**config.mk**
```make
export PLATFORM = sky130hd
export DESIGN_NAME = inv_sr_engine
export DESIGN_NICKNAME = d
export VERILOG_FILES = /design/src/rtl/inv_sr_engine.sv
export SDC_FILE = /design/constraint.sdc
export NUM_CORES = 1
export LEC_CHECK = 0
export ABC_AREA = 1
export CORE_UTILIZATION = 43
export DETAILED_ROUTE_END_ITERATION = 6
export GPL_TIMING_DRIVEN = 0
export PLACE_DENSITY = 0.81
export SETUP_SLACK_MARGIN = 0.1
export SLEW_MARGIN = 20
export SYNTH_ARGS = -nofsm -noshare
export SYNTH_HDL_FRONTEND = slang
export SYNTH_SLANG_ARGS = --single-unit
```
**constraint.sdc**
```tcl
create_clock -name clk -period 1.85 [get_ports clk]
set_input_delay 0.2775 -clock clk [delete_from_list [all_inputs] [get_ports clk]]
set_output_delay 0.2775 -clock clk [all_outputs]
set_load 0.02 [all_outputs]
```
**src/rtl/inv_sr_engine.sv**
```systemverilog
// AES InvShiftRows engine for the decryption datapath.
// A 128-bit state is accepted over a valid/ready handshake and rows 1..3 are
// rotated right by their row index, either one row per clock (SERIAL=1)
// or all at once on the load edge (SERIAL=0). The result is held on the
// output port until downstream takes it.
// Byte b of the state is row (b mod 4), column (b div 4), at bits [127-8b -: 8].

module inv_sr_engine #(
  parameter bit SERIAL = 1'b1
) (
  input  logic         clk,
  input  logic         rst,
  input  logic         in_valid,
  output logic         in_ready,
  input  logic [127:0] in_data,
  input  logic         in_bypass,
  output logic         out_valid,
  input  logic         out_ready,
  output logic [127:0] out_data,
  output logic         busy
);

  typedef enum logic [2:0] {
    IDLE = 3'd0,
    ROW1 = 3'd1,
    ROW2 = 3'd2,
    ROW3 = 3'd3,
    DONE = 3'd4
  } state_t;

  state_t       state_reg;
  logic [127:0] work_reg;
  logic         in_ready_reg;
  logic         out_valid_reg;
  logic         busy_reg;

  // Full inverse of the incoming block, used when all rows are done at once.
  logic [127:0] inv_all;
  // Working register with only row 1, 2 or 3 un-rotated, one per serial step.
  logic [127:0] row_rot [1:3];

  genvar gi, gr;
  generate
    for (gi = 0; gi < 16; gi++) begin : g_inv
      localparam int R   = gi % 4;
      localparam int C   = gi / 4;
      localparam int SRC = R + 4 * ((C - R + 4) % 4);
      assign inv_all[127-8*gi -: 8] = in_data[127-8*SRC -: 8];
    end

    for (gr = 1; gr < 4; gr++) begin : g_row
      for (gi = 0; gi < 16; gi++) begin : g_byte
        localparam int R   = gi % 4;
        localparam int C   = gi / 4;
        localparam int SRC = R + 4 * ((C - R + 4) % 4);
        if (R == gr) begin : g_rot
          assign row_rot[gr][127-8*gi -: 8] = work_reg[127-8*SRC -: 8];
        end else begin : g_keep
          assign row_rot[gr][127-8*gi -: 8] = work_reg[127-8*gi -: 8];
        end
      end
    end
  endgenerate

  // Control FSM: load, per-row rotation steps, then hold the result until taken.
  always_ff @(posedge clk) begin
    if (rst) begin
      state_reg     <= IDLE;
      work_reg      <= '0;
      in_ready_reg  <= 1'b1;
      out_valid_reg <= 1'b0;
      busy_reg      <= 1'b0;
    end else begin
      case (state_reg)
        IDLE: begin
          if (in_valid && in_ready_reg) begin
            in_ready_reg <= 1'b0;
            busy_reg     <= 1'b1;
            if (in_bypass) begin
              // Bypass skips the rotation steps regardless of SERIAL.
              work_reg      <= in_data;
              state_reg     <= DONE;
              out_valid_reg <= 1'b1;
            end else if (SERIAL) begin
              work_reg  <= in_data;
              state_reg <= ROW1;
            end else begin
              work_reg      <= inv_all;
              state_reg     <= DONE;
              out_valid_reg <= 1'b1;
            end
          end
        end
        ROW1: begin
          work_reg  <= row_rot[1];
          state_reg <= ROW2;
        end
        ROW2: begin
          work_reg  <= row_rot[2];
          state_reg <= ROW3;
        end
        ROW3: begin
          work_reg      <= row_rot[3];
          state_reg     <= DONE;
          out_valid_reg <= 1'b1;
        end
        DONE: begin
          // Result stays frozen under backpressure; no accept overlaps unload.
          if (out_ready) begin
            state_reg     <= IDLE;
            out_valid_reg <= 1'b0;
            in_ready_reg  <= 1'b1;
            busy_reg      <= 1'b0;
          end
        end
        default: begin
          state_reg     <= IDLE;
          in_ready_reg  <= 1'b1;
          out_valid_reg <= 1'b0;
          busy_reg      <= 1'b0;
        end
      endcase
    end
  end

  assign in_ready  = in_ready_reg;
  assign out_valid = out_valid_reg;
  assign busy      = busy_reg;
  assign out_data  = work_reg;

endmodule

```
==> impl_results.md, run 1 <==
* Status: finished with violations
* Violations in the final reports: DRC
* Instance area after placement at 9144 um2
* Critical path launch point type: flop
* Net Count, Synth at 1143
* Critical path class: reg -> out
* Number of gates given a new drive strength after cts at 3
* Shortest period the worst path allows at 1700 ps
* Vias/cell at between 4 and 5
* Worst setup endpoint: out_data[59]
* Number of register bits inferred by synthesis at 134
* Flip-flop count of the largest register, all copies and words added at between 100 and 150
* Worst Setup End Kind: output port
* Setup skew after layout at 7.391 ps
* Antenna Diode Count at 0
* 1st-iter DRT viols at 582
* Setup repair after global routing missed its margin: true
* Chain of cells forming the critical path: clkdlybuf4s50_1
* Biggest fanout along the worst timing path at 2
* Overflow left after global routing at 0
* Library cell with the largest summed area after synthesis: sky130_fd_sc_hd__dfxtp_1
* Register clock-pin slew on the reported worst setup and hold paths at 60 ps
* Tcrit/Tclk final at 91.91%
* Hold_buf cts at 0
* Cell area power density at 1655 nW/um2
* Crit Reg-Reg Endpoint: out_data[37]$_SDFFE_PP0P_
* Maximum level of the CTS H-tree at 4
* Number of buffers and inverters on the critical path at 1
* Final estimated routing congestion in global placement at 0.8770
* Number of vias in the routed layout at 7316
* Beginning of the worst hold path: rst
* Max Transition Viols Final at 0
* Layout cells sized above 1 at 5.828%
* Initial core utilization at approximately 45%
* Post-layout nets at 1424
* Setup fix buffers added after clock tree synthesis at 0
* Critical path startpoint: out_data[59]$_SDFFE_PP0P_
* Pin count of the biggest net entering global routing at 17
* Post-DP HPWL at 15.50 mm
* Number of failing hold endpoints at the final stage at 0
* Initial antenna violation count at 0
* TritonCTS sink count at 134
* Worst path depth at 1
* Sequential element share of the synthesized area at a little over two fifths
* Number of max-cap violations at 0
* Clock root buffer: sky130_fd_sc_hd__clkbuf_16
* CTS tree: done
* Worst Path Required at about 1600 ps
* Cell at the slowest stage of the critical path: sky130_fd_sc_hd__clkdlybuf4s50_1
* Hold WC Path Type: in -> reg
* Floorplan die area at 15130 um2
* Inserted Clock Buffers at 17
* Family with the most delay on the worst path: buffers and inverters
* CP peak stage delay at roughly 630 ps
* Final core utilization at 69.67%
* Cell types occupying the most area after synthesis: sky130_fd_sc_hd__dfxtp_1, sky130_fd_sc_hd__nand2_1, sky130_fd_sc_hd__nor2_1
* Post-Route Hold Slack at 188.8 ps
* Non-Filler Cell Area, Final at a little under 10000 um2
* Synthesized cell area at 6296 um2
* Syn. warnings at 0
* Final setup violation count at 0
* GRT Total Usage at between 20% and 30%
* Deepest clock path buffer count at 2
* X dimension of the die at between 100 and 150 um
* First-pass GRT wire length at 33.14 mm
* Slack of the worst reg-to-reg path at 200 ps
* Number of global-route vias before repair at 6805
* Syn avg cell area at 6.234 um2
* Routed WL per cell at 14.62 um
* Mapped Cells at 1010
* I/O Buffers at 262
* Worst-Skew Late Latency at 420 ps
* Setup_tns at 0 ps
* Core box area at 14100 um2
* Proportion of netlist area held by the largest area contributor at 42.61%
* Least-Margin Pin Slew at 605.7 ps
* Antenna viol nets, final at 0
* Maximum operating frequency at 0.5881 GHz
* Leakage power summed over all cells at 0.004464 uW
* Total routed wirelength at 21.70 mm
* P&R area growth vs syn at 55.98%
* Core Rows at 43
* Cell count of the worst reg-to-reg path at 7
* Max rail drop VDD at 812.0 uV
* Num ports at approximately 260
* Tightest slew margin relative to the limit at around three fifths
* Number of iterations in the first detailed-routing pass at 7
* DR DRC count at 2
* Startpoint of the most critical register-to-register path: state_reg[0]$_SDFFE_PP0P_
* Data arrival time of the worst path at ~1400 ps
* Number of distinct standard cells referenced by the synthesized netlist at 17
* Overall die height at 123.0 um
cells in the final DEF, fill, tap and decap left out, types with 2 or more instances in the layout:
| master | Yosys | layout |
|---|---|---|
| sky130_fd_sc_hd__a21oi_1 | 36 | 36 |
| sky130_fd_sc_hd__buf_1 | 5 | 5 |
| sky130_fd_sc_hd__buf_2 | 27 | 23 |
| sky130_fd_sc_hd__buf_4 | 3 | 3 |
| sky130_fd_sc_hd__bufinv_16 | 0 | 2 |
| sky130_fd_sc_hd__clkbuf_1 | 29 | 26 |
| sky130_fd_sc_hd__clkbuf_16 | 0 | 17 |
| sky130_fd_sc_hd__clkbuf_2 | 0 | 5 |
| sky130_fd_sc_hd__clkbuf_4 | 0 | 3 |
| sky130_fd_sc_hd__clkbuf_8 | 0 | 6 |
| sky130_fd_sc_hd__clkdlybuf4s50_1 | 0 | 261 |
| sky130_fd_sc_hd__clkinv_2 | 0 | 3 |
| sky130_fd_sc_hd__dfxtp_1 | 134 | 133 |
| sky130_fd_sc_hd__inv_1 | 103 | 103 |
| sky130_fd_sc_hd__nand2_1 | 334 | 332 |
| sky130_fd_sc_hd__nand2_4 | 0 | 2 |
| sky130_fd_sc_hd__nand3_1 | 5 | 4 |
| sky130_fd_sc_hd__nand3_4 | 0 | 3 |
| sky130_fd_sc_hd__nand4_1 | 32 | 32 |
| sky130_fd_sc_hd__nor2_1 | 196 | 195 |
| sky130_fd_sc_hd__o21ai_0 | 99 | 99 |
per-layer routing:
metal	vias to the layer above	track usage [%]	part of all wire (%)
met5	-	0	0
met4	0	9.714	2.1
met3	34	8.856	9.7
met2	328	46.95	47
met1	3289	35.18	41
li1	3665	-	-
power by group:
group	switching, uW	internal, uW
combinational	5000	3320
sequential	575	3910
clock	1260	2200
cell type report:
cell class | instances | area (um2)
multi-input cells | 708 | 2988
clock inverters | 7 | 91.34
flip-flops and latches | 134 | 2684
well taps | 180 | 225.2
clock buffers | 25 | 515.5
inverters | 104 | 390.4
fillers | 1228 | 4275
repair buffers | 262 | 2621
plain buffers | 64 | 305.3
cells by family (layout without fill, tap and decap cells):
family,count (synthesis),count (layout),synth area share [%]
buffers and inverters,168,462,10.73
AOI/OAI and AO/OA,135,135,10.73
and+or+nand+nor,573,573,35.93
DFF,134,134,42.61
synthesized netlist by cell type:
cell type	n
sky130_fd_sc_hd__a21oi_1	36
sky130_fd_sc_hd__buf_1	5
sky130_fd_sc_hd__buf_2	27
sky130_fd_sc_hd__buf_4	3
sky130_fd_sc_hd__clkbuf_1	29
sky130_fd_sc_hd__dfxtp_1	134
sky130_fd_sc_hd__inv_1	103
sky130_fd_sc_hd__inv_2	1
sky130_fd_sc_hd__nand2_1	334
sky130_fd_sc_hd__nand2_2	1
sky130_fd_sc_hd__nand3_1	5
sky130_fd_sc_hd__nand3_2	3
sky130_fd_sc_hd__nand4_1	32
sky130_fd_sc_hd__nor2_1	196
sky130_fd_sc_hd__nor2_2	1
sky130_fd_sc_hd__nor3_1	1
sky130_fd_sc_hd__o21ai_0	99
stage by stage:
step / worst slack [ps] / instances / total power (uW)
final: 149.6 / 1484 / 16250
after floorplan: 487.2 / 1010 / 9223
after detailed placement: -39.93 / 1452 / 12610
after CTS: 104.7 / 1484 / 16130
after global placement: 2.178 / 1452 / 12510
after global routing: 73.26 / 1484 / 17360
how the worst min path moves through the flow:
stage / depth (start not counted) / endpoint / slack, ps
detailed placement: 2 / out_valid$_SDFFE_PP0P_ / 440
finish: 2 / state_reg[2]$_SDFFE_PP0P_ / 190
global route: 2 / busy$_SDFFE_PP0P_ / 190
CTS: 2 / out_data[126]$_SDFFE_PP0P_ / 180
floorplan: 2 / out_data[126]$_SDFFE_PP0P_ / 450
global placement: 2 / out_valid$_SDFFE_PP0P_ / 430
Note: power is estimated with default switching activity, not from simulation.
==> run 2: changes to the inputs <==
Settings changed: CORE_UTILIZATION 43 to 46, GPL_ROUTABILITY_DRIVEN set to 0, PLACE_DENSITY 0.81 to 0.85, SKIP_CTS_REPAIR_TIMING set to 1.
Clock period 1.85 ns to 2.1 ns, I/O delays scaled along.
==> run 2 against run 1 <==
  * The run now ends clean
  * Register-to-register slack improved by 80 ps
  * Non-clock buffer count unchanged
  * First-iteration DRC count increased by 8.2%
  * Sequential cell count unchanged
  * Sequential share of layout area increased by 0.089 points
  * Combinational power decreased by 13%
  * Routed wire length decreased by 2.0%
  * Final cell count decreased by 0.27%
  * Critical path depth increased by 7
  * Global-route usage increased by 1.2 points
  * Design area decreased by 0.37%
  * Utilization increased by 3.9 points
==> impl_results.md, run 2 (synthesis results as in run 1) <==
* First-pass GRT wire length at 33.42 mm (was 33.14 mm)
* I/O Buffers at 262 (unchanged)
* Number of filler instances in the final layout at 1036 (was 1228)
* Worst Setup End Kind: flop (was output port)
* Critical path startpoint: state_reg[2]$_SDFFE_PP0P_ (was out_data[59]$_SDFFE_PP0P_)
* Cell count of the worst reg-to-reg path at 8 (was 7)
* Number of iterations in the first detailed-routing pass at 5 (was 7)
* Area occupied by registers at 2683 um2 (was 2684 um2)
* Crit Reg-Reg Endpoint: in_ready$_SDFFE_PP1P_ (was out_data[37]$_SDFFE_PP0P_)
* Slack of the worst reg-to-reg path at 280 ps (was 200 ps)
* Routed WL per cell at 14.36 um (was 14.62 um)
* Vias/cell at 5.032 (was 4.930)
* Share of total power in the clock network at 22.7% (was 21.3%)
* Most common cell after layout, fill and taps aside: sky130_fd_sc_hd__nand2_1 (unchanged)
* Data arrival time of the worst path at 2090 ps (was 1420 ps)
* Biggest fanout along the worst timing path at 10 (was 2)
* Post-layout nets at 1424 (unchanged)
* Floorplan die area at 14160 um2 (was 15130 um2)
* Num ports at 264 (unchanged)
* Cell area power density at 1475 nW/um2 (was 1655 nW/um2)
* Switching Fraction at 41.51% (was 42.02%)
* Number of failing hold endpoints at the final stage at 0 (unchanged)
* Core box area at 13300 um2 (was 14100 um2)
* Maximum operating frequency at 0.5482 GHz
* Critical path launch point type: flop (unchanged)
* Register clock-pin slew on the reported worst setup and hold paths at 50 ps (was 60 ps)
* Hold WC Path Type: in -> reg (unchanged)
* Power Total at 14440 uW (was 16250 uW)
* Overall die height at 119.0 um (was 123.0 um)
* Number of max-cap violations at 0 (unchanged)
* Initial antenna violation count at 0 (unchanged)
* Sink of the worst hold path: out_data[126]$_SDFFE_PP0P_ (was state_reg[2]$_SDFFE_PP0P_)
* Leakage power summed over all cells at 0.004446 uW (was 0.004464 uW)
* Combinational share of power at 49.9% (was 51.2%)
* CTS tree: done (unchanged)
* Initial core utilization at 47.36% (was 44.67%)
* Startpoint of the most critical register-to-register path: state_reg[2]$_SDFFE_PP0P_ (was state_reg[0]$_SDFFE_PP0P_)
* Overflow left after global routing at 0 (unchanged)
* Deepest clock path buffer count at 2 (unchanged)
* Setup_tns at 0 ps (unchanged)
* Tightest slew margin relative to the limit at 60.50% (was 59.62%)
* Clock root buffer: sky130_fd_sc_hd__clkbuf_16 (unchanged)
* Setup repair after global routing missed its margin: false (was true)
* Number of vias in the routed layout at 7448 (was 7316)
* TritonCTS sink count at 134 (unchanged)
* Final setup violation count at 0 (unchanged)
* Status: completed (was finished with violations)
* P&R area growth vs syn at 55.41% (was 55.98%)
* Cell at the slowest stage of the critical path: sky130_fd_sc_hd__dfxtp_1 (was sky130_fd_sc_hd__clkdlybuf4s50_1)
* Antenna Diode Count at 0 (unchanged)
* Cell internal pwr at 8443 uW (was 9422 uW)
* Inserted Clock Buffers at 17 (unchanged)
* Highest-count cells in the layout ignoring fill and taps: sky130_fd_sc_hd__nand2_1, sky130_fd_sc_hd__clkdlybuf4s50_1, sky130_fd_sc_hd__nor2_1 (unchanged)
* Part of the power in registers at 27.4% (was 27.6%)
* Post-DP HPWL at 15.19 mm (was 15.50 mm)
* Worst-Skew Late Latency at 420 ps (about the same)
* GRT Total Usage at 29.71% (was 28.50%)
* X dimension of the die at 119.0 um (was 123.0 um)
* DR DRC count at 0 (was 2)
* Hold-critical path depth at 2 (unchanged)
* Critical path class: reg -> reg (was reg -> out)
* Shortest period the worst path allows at 1824 ps
* Layout cells sized above 1 at 5.215% (was 5.828%)
* Antenna viol nets, final at 0 (unchanged)
* Maximum level of the CTS H-tree at 4 (unchanged)
* Flip-flop count of the largest register, all copies and words added at 128 (unchanged)
* Tcrit/Tclk final at 86.86%
* Worst Path Required at 2370 ps (was 1570 ps)
* Pin count of the biggest net entering global routing at 17 (unchanged)
* Total routed wirelength at 21.26 mm (was 21.70 mm)
* Chain of cells forming the critical path: inv_1 > buf_2 > nand2_1 > buf_2 > buf_4 > nand3_1 > nand2_1 > nand3_1 (was clkdlybuf4s50_1)
* Multi-input gate area in the final layout at 2938 um2 (was 2988 um2)
* Psw at 5993 uW (was 6829 uW)
* 1st-iter DRT viols at 630 (was 582)
* Setup skew after layout at 6.815 ps (was 7.391 ps)
* Final core utilization at 73.59% (was 69.67%)
* CP peak stage delay at 350 ps (was 630 ps)
* Max Transition Viols Final at 0 (unchanged)
* Least-Margin Pin Slew at 592.5 ps (was 605.7 ps)
* Max rail drop VDD at 812.8 uV (was 812.0 uV)
* Beginning of the worst hold path: rst (unchanged)
* Core Rows at 42 (was 43)
* Number of global-route vias before repair at 6917 (was 6805)
## run 2: cell count changes in the layout (fill, tap and decap cells not counted), sizes merged
cell / change
clkinv: +2
clkbuf: -10
clkdlybuf4s50: +1
clkinvlp: +2
buf: +3
dlygate4sd2: -1
bufinv: +3
## run 2: power groups by stage
stage	Clock (uW)	Sequential [uW]	Combinational, uW
finish	3270	3950	7210
detailed placement	0	3970	7100
CTS	3280	3930	7180
global placement	0	3960	7010
floorplan	0	4970	3150
global route	3430	4040	7920
## run 2: critical path: cells and delay by family (launching register included)
| family | cells | cell delay [ps] |
|---|---|---|
| buffers and inverters | 4 | 780 |
| DFF | 1 | 350 |
| and+or+nand+nor | 4 | 550 |
## run 2: metal layers
metal	routed length [um]	GRT usage, %	vias to the layer above	part of all wire (%)
li1	-	-	3666	-
met1	8679	36.13	3346	41
met2	9924	48.55	380	47
met3	1991	8.381	56	9.4
met4	665	13.45	0	3.1
met5	0	0	-	0
## run 2: area by class of cell
| class | instances | area share, % |
|---|---|---|
| multi-input cells | 708 | 30.03 |
| flip-flops and latches | 134 | 27.42 |
| repair buffers | 262 | 26.80 |
| clock buffers | 18 | 4.488 |
| inverters | 104 | 3.990 |
| plain buffers | 64 | 2.916 |
| well taps | 176 | 2.251 |
| clock inverters | 14 | 2.110 |
## run 2: how the worst max path moves through the flow
stage | end | slack, ps | depth (start not counted)
2_1_floorplan | in_ready$_SDFFE_PP1P_ | 740 | 8
3_3_place_gp | out_data[36]$_SDFFE_PP0P_ | 270 | 7
3_5_place_dp | out_data[36]$_SDFFE_PP0P_ | 250 | 7
4_1_cts | in_ready$_SDFFE_PP1P_ | 260 | 8
5_1_grt | in_ready$_SDFFE_PP1P_ | 110 | 8
6_report | in_ready$_SDFFE_PP1P_ | 280 | 8
## run 2: stage by stage
stage	hold slack, ps	setup slack, ps	area, um2	std cells
6_report	225.2	275.9	9784	1480
5_1_grt	230.7	106.9	9784	1480
4_1_cts	220.6	264.4	9784	1480
3_5_place_dp	453.3	250.2	9139	1448
3_3_place_gp	446.9	266.1	9139	1448
2_1_floorplan	487.1	737.2	6296	1010
==> run 3: changes to the inputs <==
Settings changed: CTS_CLUSTER_DIAMETER set to 50.
==> results of run 3 <==
The final DEF is identical to that of run 2; final timing and power are the same.
